===== src/rtl/pipes_pkg.sv =====
// Shared types for the iterative multiply/divide unit: op encoding, FSM states,
// cycle count and small op-classification helpers.
package pipes;

  localparam int MDU_CYCLES = 64;
  localparam logic [6:0] MDU_CNT_LAST = 7'(MDU_CYCLES - 1);

  typedef logic [63:0] word_t;

  // Decode control field routing an instruction to the ALU or to this unit.
  typedef enum logic [0:0] {
    MULALU_ALU = 1'b0,
    MULALU_MDU = 1'b1
  } mulalu_type_t;

  typedef enum logic [3:0] {
    MDU_MUL   = 4'd0,
    MDU_MULW  = 4'd1,
    MDU_DIV   = 4'd2,
    MDU_DIVU  = 4'd3,
    MDU_REM   = 4'd4,
    MDU_REMU  = 4'd5,
    MDU_DIVW  = 4'd6,
    MDU_DIVUW = 4'd7,
    MDU_REMW  = 4'd8,
    MDU_REMUW = 4'd9
  } mdu_op_t;

  typedef enum logic [1:0] {
    ST_IDLE = 2'd0,
    ST_RUN  = 2'd1,
    ST_DONE = 2'd2
  } mdu_state_t;

  function automatic logic is_word(input mdu_op_t o);
    case (o)
      MDU_MULW, MDU_DIVW, MDU_DIVUW, MDU_REMW, MDU_REMUW: is_word = 1'b1;
      default: is_word = 1'b0;
    endcase
  endfunction

  function automatic logic is_signed_div(input mdu_op_t o);
    case (o)
      MDU_DIV, MDU_REM, MDU_DIVW, MDU_REMW: is_signed_div = 1'b1;
      default: is_signed_div = 1'b0;
    endcase
  endfunction

  function automatic logic is_rem(input mdu_op_t o);
    case (o)
      MDU_REM, MDU_REMU, MDU_REMW, MDU_REMUW: is_rem = 1'b1;
      default: is_rem = 1'b0;
    endcase
  endfunction

  function automatic logic is_mul(input mdu_op_t o);
    case (o)
      MDU_MUL, MDU_MULW: is_mul = 1'b1;
      default: is_mul = 1'b0;
    endcase
  endfunction

endpackage


===== src/rtl/div_iter_core.sv =====
// Restoring divider on unsigned magnitudes: one quotient bit per enable cycle.
// step_quo/step_rem present the values the registers take on the next enabled edge.
module div_iter_core
  import pipes::*;
(
  input  logic  clk,
  input  logic  reset,
  input  logic  load,
  input  logic  en,
  input  word_t dividend,
  input  word_t divisor,
  output word_t step_quo,
  output word_t step_rem
);

  word_t        quo_r;
  word_t        rem_r;
  word_t        dvs_r;
  logic [64:0]  shifted_s;
  logic [64:0]  diff_s;

  // One restoring step: shift in the next dividend bit, subtract if it fits.
  always_comb begin
    shifted_s = {rem_r, quo_r[63]};
    diff_s    = shifted_s - {1'b0, dvs_r};
    if (diff_s[64] == 1'b0) begin
      step_rem = diff_s[63:0];
      step_quo = {quo_r[62:0], 1'b1};
    end else begin
      step_rem = shifted_s[63:0];
      step_quo = {quo_r[62:0], 1'b0};
    end
  end

  // Quotient register doubles as the dividend shift register.
  always_ff @(posedge clk) begin
    if (reset) begin
      quo_r <= 64'd0;
      rem_r <= 64'd0;
      dvs_r <= 64'd0;
    end else if (load) begin
      quo_r <= dividend;
      rem_r <= 64'd0;
      dvs_r <= divisor;
    end else if (en) begin
      quo_r <= step_quo;
      rem_r <= step_rem;
    end
  end

endmodule


===== src/rtl/mdu_iter.sv =====
// Iterative RV64 multiply/divide unit with fixed 65-cycle latency from start to finish.
// Shift-add multiply and sign fix-up live here; magnitude division is in div_iter_core.
module mdu_iter
  import pipes::*;
(
  input  logic    clk,
  input  logic    reset,
  input  logic    start,
  input  logic    flush,
  input  mdu_op_t op,
  input  word_t   a,
  input  word_t   b,
  output logic    busy,
  output logic    finish,
  output word_t   result
);

  mdu_state_t state_r;
  mdu_state_t state_s;
  logic [6:0] cnt_r;
  mdu_op_t    op_r;
  word_t      acc_r;
  word_t      mcand_r;
  word_t      mplier_r;
  logic       neg_q_r;
  logic       neg_r_r;
  logic       div_zero_r;

  logic       accept_s;
  logic       last_s;
  logic       sgn_s;
  logic       a_neg_s;
  logic       b_neg_s;
  word_t      opa_s;
  word_t      opb_s;
  word_t      dvd_mag_s;
  word_t      dvs_mag_s;
  word_t      acc_s;
  word_t      quo_s;
  word_t      rem_s;
  word_t      q_fix_s;
  word_t      r_fix_s;
  word_t      raw_s;
  word_t      fixed_s;

  assign accept_s = (state_r == ST_IDLE) && start && !flush;
  assign last_s   = (state_r == ST_RUN) && (cnt_r == MDU_CNT_LAST);

  // Next-state logic; flush wins over everything except reset.
  always_comb begin
    state_s = state_r;
    if (flush) begin
      state_s = ST_IDLE;
    end else begin
      case (state_r)
        ST_IDLE: state_s = start ? ST_RUN : ST_IDLE;
        ST_RUN:  state_s = (cnt_r == MDU_CNT_LAST) ? ST_DONE : ST_RUN;
        ST_DONE: state_s = ST_IDLE;
        default: state_s = ST_IDLE;
      endcase
    end
  end

  // Operand extension and magnitudes for the divider, taken from the live inputs at start.
  always_comb begin
    sgn_s = is_signed_div(op);
    if (is_word(op)) begin
      opa_s = sgn_s ? {{32{a[31]}}, a[31:0]} : {32'd0, a[31:0]};
      opb_s = sgn_s ? {{32{b[31]}}, b[31:0]} : {32'd0, b[31:0]};
    end else begin
      opa_s = a;
      opb_s = b;
    end
    a_neg_s   = sgn_s & opa_s[63];
    b_neg_s   = sgn_s & opb_s[63];
    dvd_mag_s = a_neg_s ? (64'd0 - opa_s) : opa_s;
    dvs_mag_s = b_neg_s ? (64'd0 - opb_s) : opb_s;
  end

  // Shift-add multiply step.
  always_comb begin
    if (mplier_r[0]) begin
      acc_s = acc_r + mcand_r;
    end else begin
      acc_s = acc_r;
    end
  end

  div_iter_core u_div (
    .clk      (clk),
    .reset    (reset),
    .load     (accept_s),
    .en       (state_r == ST_RUN),
    .dividend (dvd_mag_s),
    .divisor  (dvs_mag_s),
    .step_quo (quo_s),
    .step_rem (rem_s)
  );

  // Sign fix-up on the final step values; divide-by-zero forces an all-ones quotient.
  always_comb begin
    if (div_zero_r) begin
      q_fix_s = {64{1'b1}};
    end else begin
      q_fix_s = neg_q_r ? (64'd0 - quo_s) : quo_s;
    end
    r_fix_s = neg_r_r ? (64'd0 - rem_s) : rem_s;
    if (is_mul(op_r)) begin
      raw_s = acc_s;
    end else if (is_rem(op_r)) begin
      raw_s = r_fix_s;
    end else begin
      raw_s = q_fix_s;
    end
    fixed_s = is_word(op_r) ? {{32{raw_s[31]}}, raw_s[31:0]} : raw_s;
  end

  // State, counter, multiply datapath and registered outputs.
  always_ff @(posedge clk) begin
    if (reset) begin
      state_r    <= ST_IDLE;
      cnt_r      <= 7'd0;
      op_r       <= MDU_MUL;
      acc_r      <= 64'd0;
      mcand_r    <= 64'd0;
      mplier_r   <= 64'd0;
      neg_q_r    <= 1'b0;
      neg_r_r    <= 1'b0;
      div_zero_r <= 1'b0;
      busy       <= 1'b0;
      finish     <= 1'b0;
      result     <= 64'd0;
    end else begin
      state_r <= state_s;
      busy    <= (state_s == ST_RUN) || (state_s == ST_DONE);
      finish  <= (state_s == ST_DONE);
      cnt_r   <= ((state_r == ST_RUN) && (state_s == ST_RUN)) ? cnt_r + 7'd1 : 7'd0;
      if (accept_s) begin
        op_r       <= op;
        acc_r      <= 64'd0;
        mcand_r    <= a;
        mplier_r   <= b;
        neg_q_r    <= a_neg_s ^ b_neg_s;
        neg_r_r    <= a_neg_s;
        div_zero_r <= (opb_s == 64'd0);
      end else if (state_r == ST_RUN) begin
        acc_r    <= acc_s;
        mcand_r  <= {mcand_r[62:0], 1'b0};
        mplier_r <= {1'b0, mplier_r[63:1]};
      end
      if (last_s && !flush) begin
        result <= fixed_s;
      end
    end
  end

endmodule


===== config.mk =====
export PLATFORM = sky130hd
export DESIGN_NAME = mdu_iter
export DESIGN_NICKNAME = d
export VERILOG_FILES = /design/src/rtl/pipes_pkg.sv /design/src/rtl/div_iter_core.sv /design/src/rtl/mdu_iter.sv
export SDC_FILE = /design/constraint.sdc
export NUM_CORES = 2
export LEC_CHECK = 0
export CORE_UTILIZATION = 45
export CTS_BUF_LIST = sky130_fd_sc_hd__clkbuf_4 sky130_fd_sc_hd__clkbuf_8
export CTS_CLUSTER_SIZE = 16
export DETAILED_ROUTE_END_ITERATION = 10
export PLACE_DENSITY_LB_ADDON = 0.12
export SYNTH_ARGS = -nofsm -noshare
export SYNTH_HDL_FRONTEND = slang
export SYNTH_SLANG_ARGS = --single-unit

===== constraint.sdc =====
create_clock -name clk -period 6.75 [get_ports clk]
set_clock_uncertainty 0.15 [all_clocks]
set_input_delay 1.35 -clock clk [delete_from_list [all_inputs] [get_ports clk]]
set_output_delay 1.35 -clock clk [all_outputs]
set_load 0.01 [all_outputs]

==> results.md <==
* Max-slew violations at 0
* CP Data Required Time at between 7 and 8 ns
* Post-layout util at 51.78%
* Final WL at 133,900 um
* Asr flop ratio synth at 0%
* Overflow left after global routing at 0
* FF+latch count, synth at 466
* Cell Rows at 100
* HPWL Detailed at 99,470 um
* Max Fclk at 0.1587 GHz
* Fin crit share at 93.35%
* Post-route ant nets at 0
* Vias/cell at approximately 6.5
* Input/output buffers at 201
* Residual DRC count at 0
* Die Area at slightly below 80,000 um^2
* Crit-path most repeated cell: buf_4
* Distinct cells, synth at 92
* Antenna violations before repair at 8
* EDFF count, synth at 0
* Layout cells sized above 1 at 6.661%
* Fillers at ~7.5k
* Critical path type: reg2reg
* Number of DRC markers in iteration 0 at slightly above 4k
* Area Overhead vs Synth at 13.04%
* Status: finished, final reports clean
* Critical path endpoint category: flip-flop
* CP arrival at 6.80 ns
* Total CTS buffers at slightly below 90
* Slowest-stage cell, CP: or4_1
* Clock Tree Buf Depth at 3
* Yosys warning count at 0
* Fin nets at between 4k and 5k
* Worst skew pair latency at approximately 0.72 ns
* CTS tree: built
* Cell area after synthesis at about 34,000 um^2
* Setup TNS at 0 ns
* Top_reg_cell synth: dfxtp_1
* P per Cell Area at 243.5 nW/um^2
* Largest net degree at the start of global routing at 167
* FF-to-FF Start: u_div.dvs_r[39]$_SDFFE_PP0P_
* Die W at about 280 um
* 1st-pass router iterations at 11
* Tot GR Track Use at 33.21%
* Worst-margin pin slew at ~1.2 ns
* Vias in the first global route at 32.81k
* Most frequent cells in the layout: nor2_1 (686), dfxtp_1 (463), a21oi_1 (409), nand2_1 (361), o21ai_0 (251)
* Commonest non-fill, non-tap cell in the layout: nor2_1
* CP Launch Type: flip-flop
* Final worst path period need at 6.301 ns
* Routed len/inst at 23.67 um
* CTS Root Cell: clkbuf_8
* I/O pins at 202
* Fin Hold WS at 0.2998 ns
* Mapped Avg Cell Area at around 7.5 um^2
* Worst slew margin at 19.57%
* Routability cong. at between 0.9 and 1
* CP Launch Point: u_div.dvs_r[39]$_SDFFE_PP0P_
* Worst vdd ir at 0.0001648 V
* Largest stage delay on the critical path at 0.50 ns
* Seq/Total Area, Yosys at 27.17%
* H-tree depth at 3
* First-pass GRT wire length at 201,800 um
* Synth Instances at 4,584
* RSZ-0062 raised after global routing: false
* Endpoints failing setup at 0
* Final Hold Viols at 0
* Worst R2R Setup Slack at 0.45 ns
* Worst-path fanout max at 15
* Bufs and invs on worst path at 5
* Hold wc startpoint: u_div.dvs_r[46]$_SDFFE_PP0P_
* Core ar. at 74,950 um^2
* MaxCap Viol Count at 0
* Worst hold-check path type: reg2reg
* Family with the most delay on the worst path: compound AO/OA/AOI/OAI gates
* Clock Pin Slew Worst Setup and Hold Paths at ~0.06 ns
* Die Ht at 278.2 um
* Total vias in the final route at about 37k
* Syn Nets at a little under 5k
* Leakage at 14.15 nW
* Fin area at 38,800 um^2
* DP Area at 36,960 um^2
* Starting density of the core at 45.80%
* Clock Sinks at 466
-- worst paths after layout --
kind                                        to  cells after the start
setup / recovery       result[60]$_SDFFE_PP0P_                     25
hold / removal    u_div.dvs_r[46]$_SDFFE_PP0P_                      2
setup reg to reg       result[60]$_SDFFE_PP0P_                     25
hold reg to reg   u_div.dvs_r[46]$_SDFFE_PP0P_                      2
-- tightest hold or removal path, stage by stage (launching register included) --
cell and delay (ns):
dfxtp_1 0.30, nand2_1 0.05, a21oi_1 0.05
-- cell type report --
class / instances / area (um^2) / area share (%)
Antenna cell: 1 / 2.502 / 0.006449
Clock buffer: 144 / 1750 / 4.511
Clock inverter: 8 / 51.30 / 0.1322
Inverter: 118 / 442.9 / 1.141
Multi-Input combinational cell: 3671 / 23330 / 60.13
Sequential cell: 466 / 9335 / 24.06
Tap cell: 969 / 1212 / 3.124
Timing Repair Buffer: 277 / 2675 / 6.894
-- power by group --
group,total [W],internal [W],switching (W)
registers,0.00301,0.00287,0.000134
clock network,0.00293,0.00162,0.00131
logic,0.00351,0.00117,0.00233
total,0.00945,0.00567,0.00378
-- registers in the layout, summed over array words and instances (netlist names) --
| signal | flops |
|---|---|
| result | 64 |
| div_zero_r | 1 |
| mcand_r | 64 |
| neg_r_r | 1 |
| finish | 1 |
| acc_r | 64 |
| state_r | 2 |
| u_div.quo_r | 64 |
| cnt_r | 7 |
| op_r | 4 |
| u_div.rem_r | 64 |
| mplier_r | 64 |
| neg_q_r | 1 |
| busy | 1 |
| u_div.dvs_r | 64 |
-- timing repair --
action                                  CTS  global route
endpoints found under the setup margin    0            17
endpoints found under the hold margin     0             0
setup buffers                             0             1
hold buffers                              0             0
gates resized for setup                   0             7
-- cells in the mapped netlist, types with 11 or more instances --
library cell	instances	area (um^2)
o31ai_1	55	412.9
o41ai_1	25	219.0
mux2i_1	92	920.9
nand3b_1	11	82.58
o221ai_1	27	236.5
and3_1	28	175.2
a221oi_1	30	262.8
o211ai_1	36	270.3
a311oi_1	21	183.9
ha_1	134	1677
inv_1	116	435.4
or2_2	11	68.82
nand2b_1	23	143.9
o31a_1	13	113.9
xnor2_1	143	1252
nand4_1	53	331.6
nor2b_1	23	143.9
o21a_1	34	255.2
clkbuf_1	271	1017
or4_1	32	240.2
a222oi_1	156	1562
o21ai_0	251	1256
or3_1	53	331.6
nand3_1	68	340.3
buf_2	31	155.2
a211oi_1	193	1449
a31oi_1	49	306.5
o21bai_1	26	195.2
buf_1	22	82.58
mux2_2	13	146.4
dfxtp_1	466	9329
nor3_1	130	650.6
o22ai_1	12	75.07
a2111oi_0	13	113.9
nor3b_1	11	82.58
xor2_1	153	1340
nand2_1	361	1355
nor2_1	688	2582
a21oi_1	411	2057
o21ai_1	15	75.07
and2_1	20	125.1
a21o_1	53	397.9
nor4_1	52	325.3
-- layer usage --
layer	GRT usage [%]	part of all wire, %
met5	0	0.055
met4	12.85	3.9
met3	5.683	8.3
met2	52.42	45
met1	44.94	43
-- cell families (layout without fill, tap and decap cells) --
| kind of cell | Yosys count | in the layout | synth area share [%] |
|---|---|---|---|
| simple gates | 1598 | 1598 | 21.34 |
| compound gates | 1536 | 1536 | 30.74 |
| flops | 466 | 466 | 27.17 |
| buf+inv | 447 | 547 | 5.088 |
| xor+xnor | 296 | 296 | 7.552 |
| fa+ha+maj | 136 | 136 | 5.001 |
| mux | 105 | 105 | 3.109 |
| other cells | 0 | 1 | 0 |
-- stage by stage --
stage	total power, W	worst slack, ns	instances
after floorplan	0.005378	0.5140	4584
after global placement	0.006466	0.4868	5500
after detailed placement	0.006455	0.2734	5500
after CTS	0.009399	0.2548	5652
after global routing	0.009894	0.04175	5654
final	0.009448	0.4491	5654
No activity file was read; power rests on OpenSTA's default activity.
